$ cat src/rtl/spi_byte_tx.sv
// spi_byte_tx: transmit-only SPI master that sends one byte per chip-select
// frame (mode 0, MSB first) with a one-deep holding buffer for back-to-back
// bytes and a D/C side-band line for display-style peripherals.
//
// Parameters:
//   CLK_DIV   SCLK half-period in i_clk cycles (1..65535)
//
// Ports:
//   i_clk     system clock, rising edge
//   i_rst     synchronous active-high reset
//   i_data    byte to send, MSB first
//   i_dc      D/C tag for the byte (1 = data, 0 = command)
//   i_we      write strobe, accepted when o_ready is high
//   o_ready   holding buffer empty, a write would be accepted
//   o_busy    byte shifting or holding buffer occupied
//   o_done    one-cycle pulse after each completed byte
//   o_err     sticky: a write arrived while o_ready was low
//   o_sclk    SPI clock, idle low
//   o_mosi    serial data out
//   o_cs      chip select, active low, one byte per frame
//   o_dc      D/C tag of the byte in flight (held after the frame)
//
// State table:
//   IDLE  | chip select high, waiting for a write or a buffered byte
//   SETUP | chip select low, bit7 on MOSI, one SCLK half-period before first rise
//   SHIFT | clocking bits: high half-period, then low half-period per bit

module spi_byte_tx #(
    parameter int CLK_DIV = 2
) (
    input  logic       i_clk,
    input  logic       i_rst,
    input  logic [7:0] i_data,
    input  logic       i_dc,
    input  logic       i_we,
    output logic       o_ready,
    output logic       o_busy,
    output logic       o_done,
    output logic       o_err,
    output logic       o_sclk,
    output logic       o_mosi,
    output logic       o_cs,
    output logic       o_dc
);

    typedef enum logic [1:0] {
        IDLE  = 2'd0,
        SETUP = 2'd1,
        SHIFT = 2'd2
    } state_t;

    localparam logic [15:0] HALF_M1 = 16'(CLK_DIV - 1);

    state_t      state;
    state_t      state_nxt;

    logic [15:0] cnt;
    logic [2:0]  bit_idx;
    logic [7:0]  shreg;
    logic [7:0]  buf_data;
    logic        buf_dc;
    logic        buf_valid;
    logic        sclk_q;
    logic        dc_q;
    logic        done_q;
    logic        err_q;

    logic        accept;
    logic        wr_reject;
    logic        load_direct;
    logic        load_buf;
    logic        load;
    logic        buf_write;
    logic        cnt_zero;
    logic        finish;

    // A write is only ever taken when the buffer is empty, so a buffered
    // byte being drained and a new accepted write can never collide.
    assign accept      = i_we && !buf_valid;
    assign wr_reject   = i_we && buf_valid;
    assign load_direct = accept && (state == IDLE);
    assign load_buf    = (state == IDLE) && buf_valid;
    assign load        = load_direct || load_buf;
    assign buf_write   = accept && (state != IDLE);
    assign cnt_zero    = (cnt == 16'd0);
    // End of the low half-period of the last bit.
    assign finish      = (state == SHIFT) && cnt_zero && !sclk_q && (bit_idx == 3'd0);

    // State register
    always_ff @(posedge i_clk) begin
        if (i_rst) begin
            state <= IDLE;
        end else begin
            state <= state_nxt;
        end
    end

    // Next-state logic
    always_comb begin
        state_nxt = state;
        case (state)
            IDLE:    if (load)     state_nxt = SETUP;
            SETUP:   if (cnt_zero) state_nxt = SHIFT;
            SHIFT:   if (finish)   state_nxt = IDLE;
            default:               state_nxt = IDLE;
        endcase
    end

    // Outputs
    always_comb begin
        o_cs    = (state == IDLE);
        o_mosi  = (state != IDLE) && shreg[7];
        o_sclk  = sclk_q;
        o_dc    = dc_q;
        o_done  = done_q;
        o_err   = err_q;
        o_ready = !buf_valid;
        o_busy  = (state != IDLE) || buf_valid;
    end

    // Datapath: shifter, half-period timer, bit index, holding buffer
    always_ff @(posedge i_clk) begin
        if (i_rst) begin
            cnt       <= '0;
            bit_idx   <= '0;
            shreg     <= '0;
            buf_data  <= '0;
            buf_dc    <= 1'b0;
            buf_valid <= 1'b0;
            sclk_q    <= 1'b0;
            dc_q      <= 1'b0;
            done_q    <= 1'b0;
            err_q     <= 1'b0;
        end else begin
            done_q <= finish;

            if (wr_reject) begin
                err_q <= 1'b1;
            end

            if (buf_write) begin
                buf_data  <= i_data;
                buf_dc    <= i_dc;
                buf_valid <= 1'b1;
            end else if (load_buf) begin
                buf_valid <= 1'b0;
            end

            if (load) begin
                shreg   <= load_buf ? buf_data : i_data;
                dc_q    <= load_buf ? buf_dc : i_dc;
                cnt     <= HALF_M1;
                bit_idx <= 3'd7;
                sclk_q  <= 1'b0;
            end else begin
                case (state)
                    SETUP: begin
                        if (cnt_zero) begin
                            cnt    <= HALF_M1;
                            sclk_q <= 1'b1;
                        end else begin
                            cnt <= cnt - 16'd1;
                        end
                    end
                    SHIFT: begin
                        if (cnt_zero) begin
                            if (sclk_q) begin
                                // Falling SCLK: present the next bit.
                                cnt    <= HALF_M1;
                                sclk_q <= 1'b0;
                                shreg  <= {shreg[6:0], 1'b0};
                            end else if (bit_idx != 3'd0) begin
                                cnt     <= HALF_M1;
                                sclk_q  <= 1'b1;
                                bit_idx <= bit_idx - 3'd1;
                            end else begin
                                cnt <= '0;
                            end
                        end else begin
                            cnt <= cnt - 16'd1;
                        end
                    end
                    default: begin
                        cnt <= cnt;
                    end
                endcase
            end
        end
    end

endmodule

$ cat config.mk
export PLATFORM = sky130hd
export DESIGN_NAME = spi_byte_tx
export DESIGN_NICKNAME = d
export VERILOG_FILES = /design/src/rtl/spi_byte_tx.sv
export SDC_FILE = /design/constraint.sdc
export NUM_CORES = 1
export LEC_CHECK = 0
export CAP_MARGIN = 15
export CORE_MARGIN = 3
export CORE_UTILIZATION = 40
export CTS_CLUSTER_SIZE = 20
export DETAILED_ROUTE_END_ITERATION = 7
export GPL_TIMING_DRIVEN = 0
export REMOVE_ABC_BUFFERS = 1
export SLEW_MARGIN = 0
export SYNTH_ARGS = -nofsm -noshare
export SYNTH_HDL_FRONTEND = slang
export SYNTH_SLANG_ARGS = --single-unit
$ cat constraint.sdc
create_clock -name i_clk -period 2.7 [get_ports i_clk]
set_clock_uncertainty 0.1 [all_clocks]
set_input_delay 0.405 -clock i_clk [delete_from_list [all_inputs] [get_ports i_clk]]
set_output_delay 0.405 -clock i_clk [all_outputs]
set_load 0.05 [all_outputs]
Word level (Yosys, flattened, before mapping)
Index checks and enable logic that the tools add are counted. Widths: inputs -> output; s select.

Register bits: 43. Logic and storage cells: 79. Output and inout bits: 8. Input bits: 12.

Reduce and logical (&&, ||, !) cells: 30. Add/subtract/negate cells: 2. Equality and inequality tests: 7. Mux-type cells: 28.

Operators with widths (number): $mux 8 (5); $mux 16 (2); $pmux 16 s2 (1); $logic_not 16->1 (1); $sub 16x1->16 const B (1); $mux 3 (5); $reduce_bool 2->1 (7); $mux 1 (10); $logic_and 1x1->1 (9); $reduce_and 3->1 (3); $mux 2 (3); $ne 2x2->1 const B (3); $pmux 2 s3 (1); $reduce_bool 3->1 (2); $ne 2x1->1 const B (2); $reduce_and 4->1 (1); $logic_not 3->1 (1); $sub 3x1->3 const B (1); $eq 2x1->1 const B (1); $eq 2x2->1 const B (1); $logic_not 1->1 (2); $logic_not 2->1 (1); $logic_or 1x1->1 (2); $pmux 1 s2 (1); $reduce_or 2->1 (1).

Logic depth before layout (Yosys ltp)
Word-level depth: 6. Depth in mapped cells: 8. Mapped depth without buffers: 7.

Least setup slack after synthesis
Ideal clock, no wire load.

Path type: reg2out. Start point: reg state[0]. End point: out o_mosi. Required time: 2.195 ns. Path slack: 0.456 ns. Stages on the path, launching flop included: 5. Buffers on the path: 1. Data arrival time: 1.739 ns. Path through: dfxtp_1 -> inv_1 -> ha_1 -> clkbuf_1 -> nor2b_1.

Word-level cells in the longest chain between the ends: 2.

Ends and longest elaborated chain: from (decl) (line 54) `state_t state;`; from (signal assigned) (line 94) `state <= state_nxt;`; $reduce_bool 2->1 (line 112) `o_mosi = (state != IDLE) && shreg[7];`; $logic_and 1x1->1 (line 112); to (decl) (line 41) `output logic o_mosi,`.

No other way between the ends.

Final worst setup path
Ends and elaborated chain as after synthesis.

==> summary.txt <==
Status -> completed
Setup TNS -> 0 ps
Slowest CP cell -> clkdlybuf4s50_1
FF-to-FF path depth -> 5
Post-synthesis compound-gate area fraction -> 12.6%
Yosys reg bits -> 43
TritonCTS clock tree -> done
Cell count after synthesis -> 224
First-pass GRT wire length -> 6490 um
Register area -> 861 um^2
Ratio of final minimum period to clock period -> 94.1%
Post-synth top flop -> dfxtp_1
Chip Height -> 76.9 um
Gr usage total -> 13.3%
DRT Wirelength -> 3650 um
Endpoint type of the worst setup path -> output port
Die span in x -> 76.9 um
Antenna viol nets, final -> 0
Post-Synth XOR/XNOR Area -> 6.53%
CTS H-tree lvls -> 2
Main combinational cell family by area after synthesis -> simple AND/OR/NAND/NOR gates
Design Power -> 3.24 mW
Worst-Skew Late Latency -> 290 ps
Layout fillers -> 483
Largest net degree at the start of global routing -> 32
Number of global-route vias before repair -> 1515
Fin. max-slew vios -> 0
Post-cts resize count -> 0
F_max -> 394 MHz
Core region area -> 0.00479 mm^2
Initial antenna violation count -> 0
Fraction of layout cells with a size suffix above 1 -> 7.02%
Area leader, netlist -> dfxtp_1
Final Hold Fails -> 0
Setup Crit Path Kind -> flip-flop to output port
# DRC -> 0
Worst IR drop on VDD -> 0.869 mV
Synth unique cells -> 37
Top-area cell type share of the netlist area -> 42.8%
Clock Pin Slew Worst Setup and Hold Paths -> 80 ps
Syn-to-layout area delta -> 18.0%
EDFF count, synth -> 0
Leakage -> 0.903 nW
Worst min path class -> flip-flop to flip-flop
Yosys warning total -> 0
Via count -> 1524
Non-Filler Instances -> 309
Max-cap violations -> 0
Top post-synthesis cells by count -> dfxtp_1, nor2_1, a21oi_1, mux2i_1
Worst Hold Depth -> 2
Die area -> 0.00592 mm^2
Crit-path max FO -> 11
Synth Area in Adders -> 4.35%
Unrepaired setup endpoints after global routing -> false
Final Instance Area -> 0.00238 mm^2
Placed insts -> 298
Final setup viols -> 0
HPWL after DPL -> 2560 um
Startpoint types -> flip-flop
Worst EP required -> 2190 ps
Seq/Total Area, Yosys -> 42.8%
Slowest Stage Delay on Critical Path -> 810 ps
Slew HR -> 29.3%
CTS Buffer Depth -> 2
IO Port Bufs -> 19
Largest cells by area after synthesis -> dfxtp_1, mux2i_1, nor2_1
DR WL/cell -> 11.8 um
Mux cell area share after synthesis -> 9.01%
Routability-driven placement congestion ratio -> 0.655
Vias per cell -> 4.93
Syn avg cell area -> 8.99 um^2
Cell area after synthesis -> 0.00201 mm^2
FP Rows -> 25
Nets -> 260
DRT Pass-1 Iters -> 4
Top Ports -> 20
Iteration-0 DRC Markers -> 40
Async set-reset flop share out of synthesis -> 0%
Crit path cell chain -> inv_1 -> ha_1 -> nor2b_1 -> clkdlybuf4s50_1
DP Area -> 0.00224 mm^2
Top-count cell post-synth -> dfxtp_1
Multi-input gate area -> 0.00107 mm^2
Num CTS Buffers -> 5
Initial Util -> 42.1%
Worst slew pin tran -> 1060 ps
Synth Area in Simple Gates -> 20.4%
Worst hold slack -> 369 ps
Arrival time at the worst endpoint -> 2030 ps
Fin crit period -> 2540 ps
Clk sink count -> 43
PD cells -> 1370 mW/mm^2
Antenna fix cells -> 0
Root buffer cell -> clkbuf_8
Total gr overflow -> 0
[power breakdown]
group / internal [mW] / switching, mW / total (mW)
Sequential: 0.849 / 0.148 / 0.997
Clock: 0.299 / 0.212 / 0.512
Combinational: 0.718 / 1.02 / 1.74
Total: 1.87 / 1.38 / 3.24
[sequential cells by signal (all words and copies together), names as in the netlist]
register and flops:
cnt 16, buf_data 8, shreg 8, bit_idx 3, state 2, buf_dc 1
buf_valid 1, o_dc 1, o_done 1, o_err 1, o_sclk 1
[final timing paths]
path	start	end	slack [ps]
worst max-delay path	state[0]$_SDFFE_PP0P_	o_mosi	160
worst min-delay path	o_err$_SDFFE_PP0P_	o_err$_SDFFE_PP0P_	370
worst max register to register	cnt[3]$_SDFFE_PP0P_	shreg[7]$_SDFFE_PP0P_	180
worst min register to register	o_err$_SDFFE_PP0P_	o_err$_SDFFE_PP0P_	370
[worst max-delay path: cells and delay by family (launching register included)]
| kind | cells | cell delay [ps] |
|---|---|---|
| adder cells (fa/ha/maj) | 1 | 330 |
| AND/OR/NAND/NOR | 1 | 170 |
| buffers and inverters | 2 | 880 |
| flip-flops | 1 | 360 |
[routing by layer]
metal	track usage (%)	vias to the layer above	share of wire (%)
met5	0	-	0
met4	4.89	0	1.3
met3	4.46	5	4.4
met2	24.3	23	49
met1	14.1	690	46
li1	-	806	-
[cell type report]
cell class	instances	share of cell area, %
Sequential cell	43	36.2
Timing Repair Buffer	22	8.74
Tap cell	67	3.53
Clock inverter	2	1.47
Inverter	10	1.58
Multi-Input combinational cell	159	45.0
Clock buffer	6	3.48
[timing repair]
action	in CTS	in global routing
hold buffers	0	0
setup endpoints to repair	0	1
setup buffers	0	1
[layout by cell type, fill, tap and decap left out, types with 2 or more instances in the layout]
cell type,netlist,layout
dfxtp_1,43,43
nor2_1,35,35
clkdlybuf4s50_1,0,19
mux2i_1,17,17
a21oi_1,17,17
inv_1,10,10
xnor2_1,10,10
nand2_1,9,9
o22ai_1,7,7
a21o_1,7,7
ha_1,7,7
clkbuf_8,0,6
xor2_1,5,5
nor3_1,4,4
nor4_1,4,4
nand2b_1,4,4
nor2b_1,3,3
or4_1,3,3
nand3_1,3,3
or3b_2,2,2
nand3b_1,2,2
nor4b_1,2,2
a211oi_1,2,2
nor3b_1,3,2
o21ai_0,2,2
o221ai_1,2,2
[logic make-up after synthesis]
logic type                 count (synthesis)
AOI/OAI and AO/OA                         40
DFF                                       43
buffers and inverters                     22
muxes                                     18
adders and majority gates                  7
xor gates and xnor gates                  15
and+or+nand+nor                           79
[stage by stage]
stage / worst slack (ps) / util (%)
2_1_floorplan: 214 / -
3_3_place_gp: -273 / 46.7
3_5_place_dp: 31.8 / 46.8
4_1_cts: 25.9 / 49.3
5_1_grt: 12.6 / 49.6
6_report: 160 / 49.6
Power figures use the tool's default switching activity.
